## src/rtl/eth_tx_arbiter_serializer.sv

```systemverilog
// Round-robin, frame-granular arbiter of NUM_CHANNELS AXI-Stream sources onto one
// 8-bit MAC TX stream; beats are serialised LSB byte first with tkeep honoured on tlast.
module eth_tx_arbiter_serializer #(
  parameter int NUM_CHANNELS = 4,
  parameter int DATA_WIDTH   = 32,
  parameter int KEEP_WIDTH   = DATA_WIDTH / 8,
  localparam int CW = (NUM_CHANNELS > 1) ? $clog2(NUM_CHANNELS) : 1,
  localparam int IW = (KEEP_WIDTH > 1) ? $clog2(KEEP_WIDTH) : 1
) (
  input  logic                             gtx_clk,
  input  logic                             gtx_rst_n,
  input  logic [NUM_CHANNELS*DATA_WIDTH-1:0] s_axis_tdata,
  input  logic [NUM_CHANNELS*KEEP_WIDTH-1:0] s_axis_tkeep,
  input  logic [NUM_CHANNELS-1:0]          s_axis_tvalid,
  input  logic [NUM_CHANNELS-1:0]          s_axis_tlast,
  input  logic [NUM_CHANNELS-1:0]          s_axis_tuser,
  output logic [NUM_CHANNELS-1:0]          s_axis_tready,
  output logic [7:0]                       m_axis_tdata,
  output logic                             m_axis_tvalid,
  output logic                             m_axis_tlast,
  output logic                             m_axis_tuser,
  input  logic                             m_axis_tready,
  output logic [CW-1:0]                    active_channel,
  output logic                             busy,
  output logic [31:0]                      frame_count,
  output logic [31:0]                      byte_count,
  output logic [31:0]                      bad_frame_count
);

  typedef enum logic {IDLE, XFER} state_t;

  state_t                state;
  logic [CW-1:0]         ptr;
  logic [DATA_WIDTH-1:0] buf_data;
  logic [IW-1:0]         buf_b;
  logic [IW-1:0]         buf_end;
  logic                  buf_valid;
  logic                  buf_last;
  logic                  buf_user;

  logic [DATA_WIDTH-1:0] ch_data [NUM_CHANNELS];
  logic [KEEP_WIDTH-1:0] ch_keep [NUM_CHANNELS];

  for (genvar g = 0; g < NUM_CHANNELS; g++) begin : g_split
    assign ch_data[g] = s_axis_tdata[g*DATA_WIDTH +: DATA_WIDTH];
    assign ch_keep[g] = s_axis_tkeep[g*KEEP_WIDTH +: KEEP_WIDTH];
  end

  // First valid channel strictly after ptr, wrapping around.
  logic [CW-1:0] next_grant;
  logic          any_valid;
  logic [CW:0]   idx;
  always_comb begin
    next_grant = '0;
    any_valid  = 1'b0;
    idx        = '0;
    for (int i = 1; i <= NUM_CHANNELS; i++) begin
      idx = {1'b0, ptr} + (CW+1)'(i);
      if (idx >= (CW+1)'(NUM_CHANNELS)) idx = idx - (CW+1)'(NUM_CHANNELS);
      if (!any_valid && s_axis_tvalid[idx[CW-1:0]]) begin
        any_valid  = 1'b1;
        next_grant = idx[CW-1:0];
      end
    end
  end

  logic [DATA_WIDTH-1:0] sel_data;
  logic [KEEP_WIDTH-1:0] sel_keep;
  logic                  sel_valid, sel_last, sel_user;
  logic [IW-1:0]         keep_end;

  assign sel_data  = ch_data[active_channel];
  assign sel_keep  = ch_keep[active_channel];
  assign sel_valid = s_axis_tvalid[active_channel];
  assign sel_last  = s_axis_tlast[active_channel];
  assign sel_user  = s_axis_tuser[active_channel];

  always_comb begin
    keep_end = '0;
    for (int k = 0; k < KEEP_WIDTH; k++)
      if (sel_keep[k]) keep_end = IW'(k);
  end

  // Valid/ready: a transfer occurs on a rising edge where valid and ready are both
  // high; valid never waits on ready, and ready here may depend combinationally on
  // m_axis_tready so the buffer can refill in the cycle its final byte leaves.
  logic last_byte, m_hs, take_ok, accept, frame_done;
  assign last_byte  = (buf_b == buf_end);
  assign m_hs       = buf_valid && m_axis_tready;
  assign take_ok    = (state == XFER) && (!buf_valid || (m_axis_tready && last_byte && !buf_last));
  assign accept     = take_ok && sel_valid;
  assign frame_done = m_hs && last_byte && buf_last;

  assign s_axis_tready = take_ok ? (NUM_CHANNELS'(1) << active_channel) : '0;
  assign m_axis_tvalid = buf_valid;
  assign m_axis_tdata  = buf_data[{buf_b, 3'b000} +: 8];
  assign m_axis_tlast  = buf_valid && buf_last && last_byte;
  assign m_axis_tuser  = m_axis_tlast && buf_user;
  assign busy          = (state == XFER);

  always_ff @(posedge gtx_clk) begin
    if (!gtx_rst_n) begin
      state           <= IDLE;
      ptr             <= CW'(NUM_CHANNELS - 1);
      active_channel  <= '0;
      buf_data        <= '0;
      buf_b           <= '0;
      buf_end         <= '0;
      buf_valid       <= 1'b0;
      buf_last        <= 1'b0;
      buf_user        <= 1'b0;
      frame_count     <= '0;
      byte_count      <= '0;
      bad_frame_count <= '0;
    end else begin
      if (m_hs) byte_count <= byte_count + 32'd1;
      case (state)
        IDLE: begin
          if (any_valid) begin
            active_channel <= next_grant;
            ptr            <= next_grant;
            state          <= XFER;
          end
        end
        XFER: begin
          if (accept) begin
            buf_data  <= sel_data;
            buf_b     <= '0;
            buf_end   <= sel_last ? keep_end : IW'(KEEP_WIDTH - 1);
            buf_last  <= sel_last;
            buf_user  <= sel_last && (sel_user || (sel_keep == '0));
            buf_valid <= 1'b1;
          end else if (m_hs && last_byte) begin
            buf_valid <= 1'b0;
          end else if (m_hs) begin
            buf_b <= buf_b + IW'(1);
          end
          if (frame_done) begin
            state       <= IDLE;
            frame_count <= frame_count + 32'd1;
            if (buf_user) bad_frame_count <= bad_frame_count + 32'd1;
          end
        end
        default: state <= IDLE;
      endcase
    end
  end

endmodule
```

## config.mk

```make
export PLATFORM = sky130hd
export DESIGN_NAME = eth_tx_arbiter_serializer
export DESIGN_NICKNAME = d
export VERILOG_FILES = /design/src/rtl/eth_tx_arbiter_serializer.sv
export SDC_FILE = /design/constraint.sdc
export NUM_CORES = 1
export LEC_CHECK = 0
export BUFFER_PORTS_ARGS = -buffer_cell sky130_fd_sc_hd__clkbuf_2
export CELL_PAD_IN_SITES_DETAIL_PLACEMENT = 1
export CELL_PAD_IN_SITES_GLOBAL_PLACEMENT = 1
export CORE_ASPECT_RATIO = 0.5
export CORE_MARGIN = 4
export CORE_UTILIZATION = 33
export DETAILED_ROUTE_END_ITERATION = 10
export PLACE_DENSITY_LB_ADDON = 0.1
export SLEW_MARGIN = 15
export SYNTH_ARGS = -nofsm -noshare
export SYNTH_HDL_FRONTEND = slang
export SYNTH_SLANG_ARGS = --single-unit
```

## constraint.sdc

```tcl
create_clock -name gtx_clk -period 2.2 [get_ports gtx_clk]
set_input_delay 0.33 -clock gtx_clk [delete_from_list [all_inputs] [get_ports gtx_clk]]
set_output_delay 0.33 -clock gtx_clk [all_outputs]
set_load 0.005 [all_outputs]
```

==> results of run 1 <==
cells by family (layout without fill, tap and decap cells):
group / after synthesis / in the layout / share of synthesized area
flops: 140 / 140 / 0.388
compound gates: 146 / 146 / 0.111
simple gates: 360 / 360 / 0.252
mux: 50 / 50 / 0.149
xor+xnor: 49 / 49 / 0.0594
buf+inv: 68 / 389 / 0.0362
fa+ha+maj: 3 / 3 / 0.00519
through the flow:
step | std cells | worst slack [ns] | utilization | cell area (µm²)
floorplan | 816 | 0.0478 | - | 7230
global placement | 1395 | 0.0398 | 0.444 | 9330
detailed placement | 1395 | -0.0720 | 0.444 | 9330
CTS | 1428 | 0.00571 | 0.475 | 9980
global route | 1429 | -0.0402 | 0.478 | 10000
finish | 1429 | 0.0144 | 0.478 | 10000
critical path, cell delays in order (launching register included):
cell and delay, ns:
dfxtp_4 0.38, xor2_4 0.20, o32a_4 0.38, or2_4 0.26
nor2_4 0.10, clkbuf_2 0.12
how the worst max path moves through the flow:
stage | cells after the start | end | slack (ns)
floorplan | 7 | byte_count[31] | 0.05
global placement | 8 | frame_count[26] | 0.04
detailed placement | 7 | frame_count[26] | -0.07
CTS | 5 | s_axis_tready[2] | 0.006
global route | 5 | s_axis_tready[2] | -0.04
finish | 5 | s_axis_tready[2] | 0.01
sequential cells by signal, indices dropped and copies added (netlist names):
name             flops
ptr                  2
bad_frame_count     32
frame_count         32
busy                 1
buf_user             1
m_axis_tvalid        1
buf_last             1
buf_data            32
byte_count          32
active_channel       2
buf_end              2
buf_b                2
cell usage in the layout (no fill, tap or decap), types with 3 or more instances in the layout:
cell        instances
clkbuf_16          17
dfxtp_2             4
mux4_2             46
and2_1              9
dfxtp_1           132
nor3_1             10
o21ai_0            40
inv_1              19
buf_4              58
mux2i_1             4
nand2_1           109
and3_1             11
dfxtp_4             4
nor4_1             20
and4_1             10
a21oi_1            84
buf_12              6
clkinv_2            3
nand4_1            27
a211oi_1            3
o21bai_1            3
or2_2               3
ha_1                3
or4_1               7
nand3_1            34
xor2_1             14
clkbuf_2          271
o31ai_1             6
xnor2_1            32
clkinvlp_4          6
nand2b_1            5
or3_1              36
nor2_1             60
what timing repair did:
| item | CTS | global route |
|---|---|---|
| endpoints found under the setup margin | 6 | 16 |
| resized for setup | 15 | 14 |
| setup buffers | 1 | 1 |
| pin swaps | 1 | 3 |
power groups by stage:
stage / registers, mW / logic, mW / clock network (mW)
6_report: 2.70 / 0.835 / 2.87
5_1_grt: 2.71 / 0.923 / 3.04
4_1_cts: 2.69 / 0.847 / 2.95
3_5_place_dp: 2.74 / 0.825 / 0
3_3_place_gp: 2.74 / 0.806 / 0
2_1_floorplan: 2.71 / 0.483 / 0
per-layer routing:
| metal | track usage | routed length, µm | part of all wire | vias to the layer above |
|---|---|---|---|---|
| met5 | 0 | 0 | 0 | - |
| met4 | 0.0483 | 323 | 0.013 | 0 |
| met3 | 0.0511 | 1120 | 0.044 | 23 |
| met2 | 0.375 | 13000 | 0.51 | 135 |
| met1 | 0.248 | 11000 | 0.43 | 3582 |
| li1 | - | - | - | 3588 |
layout make-up:
cell class | instances | area, µm² | area share
Inverter | 21 | 81.3 | 0.00810
Timing Repair Buffer | 336 | 1920 | 0.191
Sequential cell | 140 | 2820 | 0.281
Tap cell | 292 | 365 | 0.0364
Clock inverter | 14 | 146 | 0.0146
Multi-Input combinational cell | 608 | 4270 | 0.425
Clock buffer | 18 | 439 | 0.0437
==> flow_metrics.py, run 1 <==
metrics = {
    "status": {
        "status": "finished clean",
    },
    "final_layout": {
        "antenna-diode-count": 0,
        "drive_gt1_frac": 0.389,
        "n_fill_cell": 2556,
        "final_nets": 1286,
        "syn_to_final_growth_pct": 39.0,
    },
    "sta": {
        "tns_ns": 0,
        "fmax_mhz": 458,
        "maxSlewViolCount": 0,
        "fin_crit_ns": 2.19,
        "final.period_utilization": 0.993,
        "rsz0062_at_grt": "yes",
        "setup_viol": 0,
        "tightest_slew_ns": 0.540,
        "report.final.hold_viol_count": 0,
        "finalClockSkew_ns": 0.00948,
        "hold_slack_ns": 0.317,
        "relSlewSlack": 0.636,
    },
    "routing": {
        "wl_per_cell_um": 17.8,
        "drc": 0,
        "drt_wl_total_um": 25500,
        "viasPerCell": 5.13,
        "drtPass1Iterations": 4,
        "vias": 7328,
        "antenna_left": 0,
        "first_iter_violations": 354,
    },
    "die": {
        "io_pins": 273,
        "die_x_um": 217,
        "fp.dieH_um": 113,
        "start_util": 0.344,
        "core_um2": 21000,
        "rows": 37,
        "dieArea_um2": 24500,
    },
    "global_route": {
        "grt_pass1_vias": 7830,
        "grt_max_degree": 43,
        "grt-ovfl-total": 0,
        "grt_pass1_wl_um": 41000,
        "grt_usage": 0.206,
        "antenna_found_initial": 0,
    },
    "clock_tree": {
        "htree_levels": 4,
        "clock_sinks": 140,
        "cts_hold_buf": 0,
        "cts_tree": "built",
        "cts_buffers": 17,
        "cts.reportedPaths.clkPinSlew_ns": 0.06,
        "clockRootBuffer": "clkbuf_16",
        "cts.path.max_buffers": 2,
        "clock_latency_ns": 0.42,
    },
    "synthesis": {
        "synth_area_leaders": "dfxtp_1 (39%), mux4_2 (14%), a21oi_1 (5.8%)",
        "syn_avg_cell_area_um2": 8.86,
        "async_reset_ff_frac": 0,
        "synth.most_common_cell": "dfxtp_1",
        "synth_seq_cells": 140,
        "synth_cells": 816,
        "synthTopCellsByCount": "dfxtp_1 (140), nand2_1 (109), a21oi_1 (84)",
        "synth_area_um2": 7230,
        "synth-edff-count": 0,
        "synth_top_cell_area_share": 0.388,
        "ys_types": 46,
        "syn_nets": 978,
        "seq_area_frac_synth": 0.388,
        "synth_ff_type": "dfxtp_1",
        "yosysTopAreaCell": "dfxtp_1",
        "yosysWarnings": 0,
    },
    "worst_setup_path": {
        "reg2regPathDepth": 7,
        "end_kind": "primary output",
        "critPathKind": "reg2out",
        "cp.arrival_ns": 1.86,
        "crit_fanout": 3,
        "start_kind": "flop",
        "crit_start": "buf_end[1]",
        "reg2reg_to": "frame_count[26]",
        "crit_required_ns": 1.87,
        "r2r_slack_ns": 0.08,
        "r2r_start": "buf_end[1]",
    },
    "pwr": {
        "p_int_mw": 4.75,
        "power.switching_mw": 1.65,
        "clkPwrFrac": 0.448,
        "p_sw_frac": 0.258,
        "comb_power_share": 0.130,
        "p_leak_nw": 3.95,
        "vdd_drop_max_mv": 0.498,
        "p_per_area_nw_per_um2": 637,
        "p_seq_frac": 0.421,
        "total_power_mw": 6.40,
    },
    "min_path": {
        "hold_path_depth": 3,
        "hold_start": "s_axis_tvalid[2]",
        "hold_end": "ptr[1]",
        "hold_class": "in2reg",
    },
    "placed_design": {
        "io_buffers": 272,
        "dpl.hpwl_um": 19800,
        "gp_congestion": 0.846,
    },
    "flow_run": {
        "maxCapViolations": 0,
    },
}
(Power assumes the default switching activity.)
==> run 2: changes to the inputs <==
Settings changed: CORE_MARGIN 4 to unset.
==> run 2 against run 1 <==
Effect of this change:
- via count up 1.3%
- critical endpoint is now frame_count[24]
- maximum frequency is 1.7% higher
- routed wire length fell by 1.6%
- clock-buffer cell count increased by 6
- worst setup slack gained 0.036 ns
- combinational power rose by 1%
- non-clock buffer count increased by 2
- clock power shrank 2%
- final cell count is 0.14% higher
- die area fell by 7.9%
- core utilization decreased by 0.23 points
- worst hold slack gained 0.020 ns
==> flow_metrics.py, run 2 (synthesis gave the netlist of run 1 again) <==
metrics = {
    "status": {
        "status": "finished clean",
    },
    "clock_tree": {
        "cts.path.max_buffers": 2,
        "clock_latency_ns": 0.42,
        "cts_hold_buf": 0,
        "clockRootBuffer": "clkbuf_16",
        "cts.reportedPaths.clkPinSlew_ns": 0.06,
        "cts_tree": "built",
        "clock_sinks": 140,
        "cts_buffers": 17,
        "htree_levels": 4,
    },
    "global_route": {
        "grt_pass1_wl_um": 40700,
        "grt_use_met2": 0.402,
        "grt_usage": 0.230,
        "grt-ovfl-total": 0,
        "grt_use_met3": 0.0516,
        "grt_most_used_layer": "met2",
        "antenna_found_initial": 1,
        "use_met1": 0.287,
        "grt_pass1_vias": 7704,
        "grt_max_degree": 64,
    },
    "flow_run": {
        "maxCapViolations": 0,
    },
    "pwr": {
        "p_per_area_nw_per_um2": 636,
        "total_power_mw": 6.36,
        "p_leak_nw": 3.96,
        "vdd_drop_max_mv": 0.493,
    },
    "final_layout": {
        "final_common_cell": "clkbuf_2",
        "layout_common_cells": "clkbuf_2 (269), dfxtp_1 (131), nand2_1 (109)",
        "fin_area_um2": 10000,
        "n_fill_cell": 2568,
        "drive_gt1_frac": 0.384,
        "final_nets": 1288,
        "syn_to_final_growth_pct": 38.3,
    },
    "routing": {
        "vias": 7422,
        "first_iter_violations": 293,
        "viasPerCell": 5.19,
        "drc": 0,
        "drt_wl_total_um": 25100,
        "wl_per_cell_um": 17.5,
        "antenna_left": 0,
        "drtPass1Iterations": 4,
    },
    "sta": {
        "rsz0062_at_grt": "yes",
        "relSlewSlack": 0.638,
        "tightest_slew_ns": 0.537,
        "final.period_utilization": 0.977,
        "setup_viol": 0,
        "fin_crit_ns": 2.15,
        "maxSlewViolCount": 0,
        "report.final.hold_viol_count": 0,
        "fmax_mhz": 465,
        "finalClockSkew_ns": 0.0114,
    },
    "placed_design": {
        "gp_congestion": 0.787,
        "io_buffers": 272,
        "place_area_um2": 9330,
        "dpl.hpwl_um": 19200,
    },
    "die": {
        "core_um2": 21000,
        "fp.dieH_um": 107,
        "die_x_um": 211,
        "start_util": 0.344,
        "rows": 37,
        "io_pins": 273,
        "dieArea_um2": 22500,
    },
    "worst_setup_path": {
        "crit_required_ns": 2.56,
        "end_kind": "flop",
        "crit_fanout": 17,
        "cp.arrival_ns": 2.50,
        "critPathKind": "reg2reg",
        "start_kind": "flop",
    },
    "min_path": {
        "hold_class": "in2reg",
    },
}
[run 2: changes by cell type in the layout (fill, tap and decap cells not counted), moves of 2 or more]
cell and delta:
dfxtp_2 +4, clkbuf_1 +5, buf_2 +2, clkinvlp_4 -4, clkinv_4 -2, clkbuf_2 -2
dfxtp_4 -3
[run 2: path summary, 6_finish.rpt]
kind / start / to / slack (ns) / cells past startpoint
worst min register to register: buf_data[22] / buf_data[22] / 0.45 / 2
worst max-delay path: buf_end[0] / frame_count[24] / 0.05 / 7
worst max register to register: buf_end[0] / frame_count[24] / 0.05 / 7
worst min-delay path: s_axis_tvalid[3] / ptr[1] / 0.34 / 3
[run 2: stage by stage]
stage | util | setup WS [ns] | TNS [ns] | hold slack, ns | instances
final | 0.476 | 0.0505 | 0 | 0.337 | 1431
after detailed placement | 0.444 | -0.000680 | -0.000680 | 0.447 | 1394
after global placement | 0.444 | 0.108 | 0 | 0.440 | 1394
after global routing | 0.476 | -0.0284 | -0.0671 | 0.349 | 1431
after CTS | 0.472 | -0.0105 | -0.0105 | 0.312 | 1427
after floorplan | - | 0.0478 | 0 | 0.433 | 816
[run 2: layout make-up]
type                       instances  area, µm²  area share
multi-input combinational        608       4220       0.422
sequential                       140       2820       0.282
timing repair buffer             338       1950       0.195
clock buffer                      24        472      0.0472
tap                              292        365      0.0365
clock inverter                     7       90.1     0.00901
inverter                          21       81.3     0.00813
antenna                            1       2.50    0.000250
[run 2: power by group]
group / leakage [nW] / switching, mW / internal, mW
combinational: 2.55 / 0.404 / 0.440
sequential: 1.14 / 0.0754 / 2.62
clock: 0.270 / 1.10 / 1.72
[run 2: critical path, cell delays in order, from the launching register on]
cell and delay, ns:
dfxtp_4 0.37, xor2_2 0.19, nor4_2 0.35, buf_4 0.21, nand4_1 0.15, buf_12 0.19, or4_1 0.47, a21oi_1 0.15
[run 2: what timing repair did]
item,4_1_cts,5_1_grt
buffers inserted,2,3
gates resized for setup,5,18
pin swaps,1,3
endpoints found under the setup margin,4,17
[run 2: routing by layer]
layer  share of wire  up-vias
li1                -     3591
met1            0.45     3650
met2            0.50      155
met3           0.042       26
met4           0.011        0
met5               0        -
==> run 3: changes to the inputs <==
Settings changed: ABC_AREA set to 1, CORE_UTILIZATION 33 to 32.
==> run 3 against run 2 <==
Effect of this change:
- area after synthesis up 22%
- clock power is 2% higher
- die area rose by 26%
- largest power group is now combinational logic
- global-route usage increased by 0.35 points
- sequential cell count stayed put
==> flow_metrics.py, run 3 <==
metrics = {
    "synthesis": {
        "synth_seq_cells": 140,
        "muxShareOfSynthArea": 0,
        "synth_cells": 1457,
        "seq_area_frac_synth": 0.317,
        "syn_avg_cell_area_um2": 6.06,
        "synth_top_cell_area_share": 0.317,
        "synth-xor-area-share": 0.0295,
        "yosys.area_share.simple": 0.435,
        "syn_nets": 1619,
        "synth_compound_area_frac": 0.135,
        "synthTopCellsByCount": "nand2_1 (528), nor2_1 (172), dfxtp_1 (140)",
        "synth.most_common_cell": "nand2_1",
        "synth_ff_type": "dfxtp_1",
        "synth_top_family_by_area": "simple AND/OR/NAND/NOR gates",
        "async_reset_ff_frac": 0,
        "yosysWarnings": 0,
        "synth_area_leaders": "dfxtp_1 (32%), nand2_1 (22%), nor2_1 (7.3%)",
        "synth_area_um2": 8830,
        "synth_fa_ha_area_frac": 0.00425,
        "yosysTopAreaCell": "dfxtp_1",
        "ys_types": 39,
        "synth-edff-count": 0,
    },
    "final_layout": {
        "final_nets": 1882,
        "antenna-diode-count": 0,
        "postLayoutCoreUtil": 0.421,
        "layout_common_cells": "nand2_1 (527), clkbuf_2 (272), nor2_1 (169)",
        "fin_area_um2": 11300,
        "syn_to_final_growth_pct": 27.5,
        "final_common_cell": "nand2_1",
        "drive_gt1_frac": 0.204,
    },
    "global_route": {
        "grt_pass1_vias": 10500,
        "grt_usage": 0.233,
        "grt-ovfl-total": 0,
        "grt_max_degree": 70,
        "grt_pass1_wl_um": 52900,
        "antenna_found_initial": 0,
    },
    "sta": {
        "setup_viol": 0,
        "report.final.hold_viol_count": 0,
        "finalClockSkew_ns": 0.0100,
        "setup_slack_ns": 0.140,
        "fmax_mhz": 485,
        "fin_crit_ns": 2.06,
        "maxSlewViolCount": 0,
        "final.period_utilization": 0.937,
        "rsz0062_at_grt": "no",
        "tightest_slew_ns": 0.697,
        "tns_ns": 0,
        "relSlewSlack": 0.536,
    },
    "status": {
        "status": "finished clean",
    },
    "pwr": {
        "p_per_area_nw_per_um2": 792,
        "p_leak_nw": 4.76,
        "total_power_mw": 8.91,
        "vdd_drop_max_mv": 0.532,
    },
    "clock_tree": {
        "cts.reportedPaths.clkPinSlew_ns": 0.06,
        "cts_hold_buf": 0,
        "clock_latency_ns": 0.45,
        "cts_buffers": 17,
        "cts_tree": "built",
        "clock_sinks": 140,
        "cts.path.max_buffers": 2,
        "clockRootBuffer": "clkbuf_16",
        "htree_levels": 4,
    },
    "flow_run": {
        "maxCapViolations": 0,
    },
    "placed_design": {
        "gp_congestion": 0.853,
        "dpl.hpwl_um": 25400,
        "pre_cts_slack_ns": 0.187,
        "place_area_um2": 10600,
        "io_buffers": 272,
    },
    "worst_setup_path": {
        "reg2regPathDepth": 8,
        "reg2reg_to": "byte_count[21]",
        "critPathKind": "reg2out",
        "worstPathCellList": "buf_4, inv_1, o21ai_0, o22ai_1, clkbuf_2",
        "r2r_slack_ns": 0.18,
        "end_kind": "primary output",
        "crit_start": "buf_b[1]",
        "crit_path_end": "m_axis_tdata[0]",
        "cp_slowest_stage_delay_ns": 0.33,
        "cp_slowest_cell": "dfxtp_1",
        "crit_buf_inv": 3,
        "cp.depth": 5,
        "crit_fanout": 9,
        "cp.arrival_ns": 1.73,
        "r2r_start": "m_axis_tvalid",
        "cp_top_family": "buffers and inverters",
        "start_kind": "flop",
        "crit_required_ns": 1.87,
    },
    "routing": {
        "wl_per_cell_um": 15.5,
        "drtPass1Iterations": 5,
        "vias": 10400,
        "first_iter_violations": 390,
        "antenna_left": 0,
        "drc": 0,
        "viasPerCell": 4.96,
        "drt_wl_total_um": 32400,
    },
    "die": {
        "die_x_um": 237,
        "dieArea_um2": 28300,
        "core_um2": 26700,
        "start_util": 0.330,
        "rows": 42,
        "fp.dieH_um": 119,
        "io_pins": 273,
    },
    "min_path": {
        "hold_class": "in2reg",
    },
}
==> run 3: routing by layer <==
layer / up-vias / track usage / routed length, µm
met1: 4904 / 0.291 / 14800
li1: 5239 / - / -
met2: 174 / 0.408 / 15800
met5: - / 0 / 0
met3: 34 / 0.0417 / 1130
met4: 0 / 0.0735 / 572
==> run 3: cell families (layout without fill, tap and decap cells) <==
| family | after synthesis | after routing |
|---|---|---|
| buffers and inverters | 173 | 449 |
| and+or+nand+nor | 899 | 899 |
| AOI/OAI and AO/OA | 214 | 214 |
| adders and majority gates | 3 | 3 |
| DFF | 140 | 140 |
| xor gates and xnor gates | 28 | 28 |
==> run 3: through the flow <==
stage | hold slack (ns) | instances
finish | 0.217 | 2085
CTS | 0.212 | 2085
floorplan | 0.465 | 1457
detailed placement | 0.492 | 2051
global route | 0.258 | 2085
global placement | 0.481 | 2051
==> run 3: layout make-up <==
class                           count  area [µm²]
Clock buffer                       26         519
Clock inverter                      6        57.6
Fill cell                        3658       15500
Inverter                          119         450
Multi-Input combinational cell   1144        5340
Sequential cell                   140        2810
Tap cell                          352         440
Timing Repair Buffer              298        1640
==> run 3: what timing repair did <==
action | 4_1_cts | 5_1_grt
setup buffers | 2 | 0
pin swaps | 0 | 1
setup endpoints to repair | 6 | 17
gates resized for setup | 2 | 10
==> run 3: worst reg2reg max path: cells and delay by family, from the launching register on <==
kind	cells	cell delay (ns)
AOI/OAI and AO/OA	2	0.25
DFF	1	0.43
and+or+nand+nor	5	1.03
buffers and inverters	1	0.21
==> run 3: how the worst min path moves through the flow <==
stage,slack (ns),end,start,depth (start not counted)
floorplan,0.47,byte_count[5],byte_count[5],2
global placement,0.48,bad_frame_count[31],bad_frame_count[31],2
CTS,0.21,buf_user,s_axis_tuser[3],5
finish,0.22,buf_user,s_axis_tuser[3],5
global route,0.26,buf_user,s_axis_tuser[3],5
detailed placement,0.49,frame_count[31],frame_count[31],2
==> run 3: where the power goes <==
part / total, mW / leakage [nW] / internal, mW / switching [mW]
clock: 2.87 / 0.286 / 1.73 / 1.14
combinational: 3.06 / 3.34 / 1.23 / 1.83
sequential: 2.99 / 1.13 / 2.79 / 0.202
total: 8.91 / 4.76 / 5.74 / 3.17
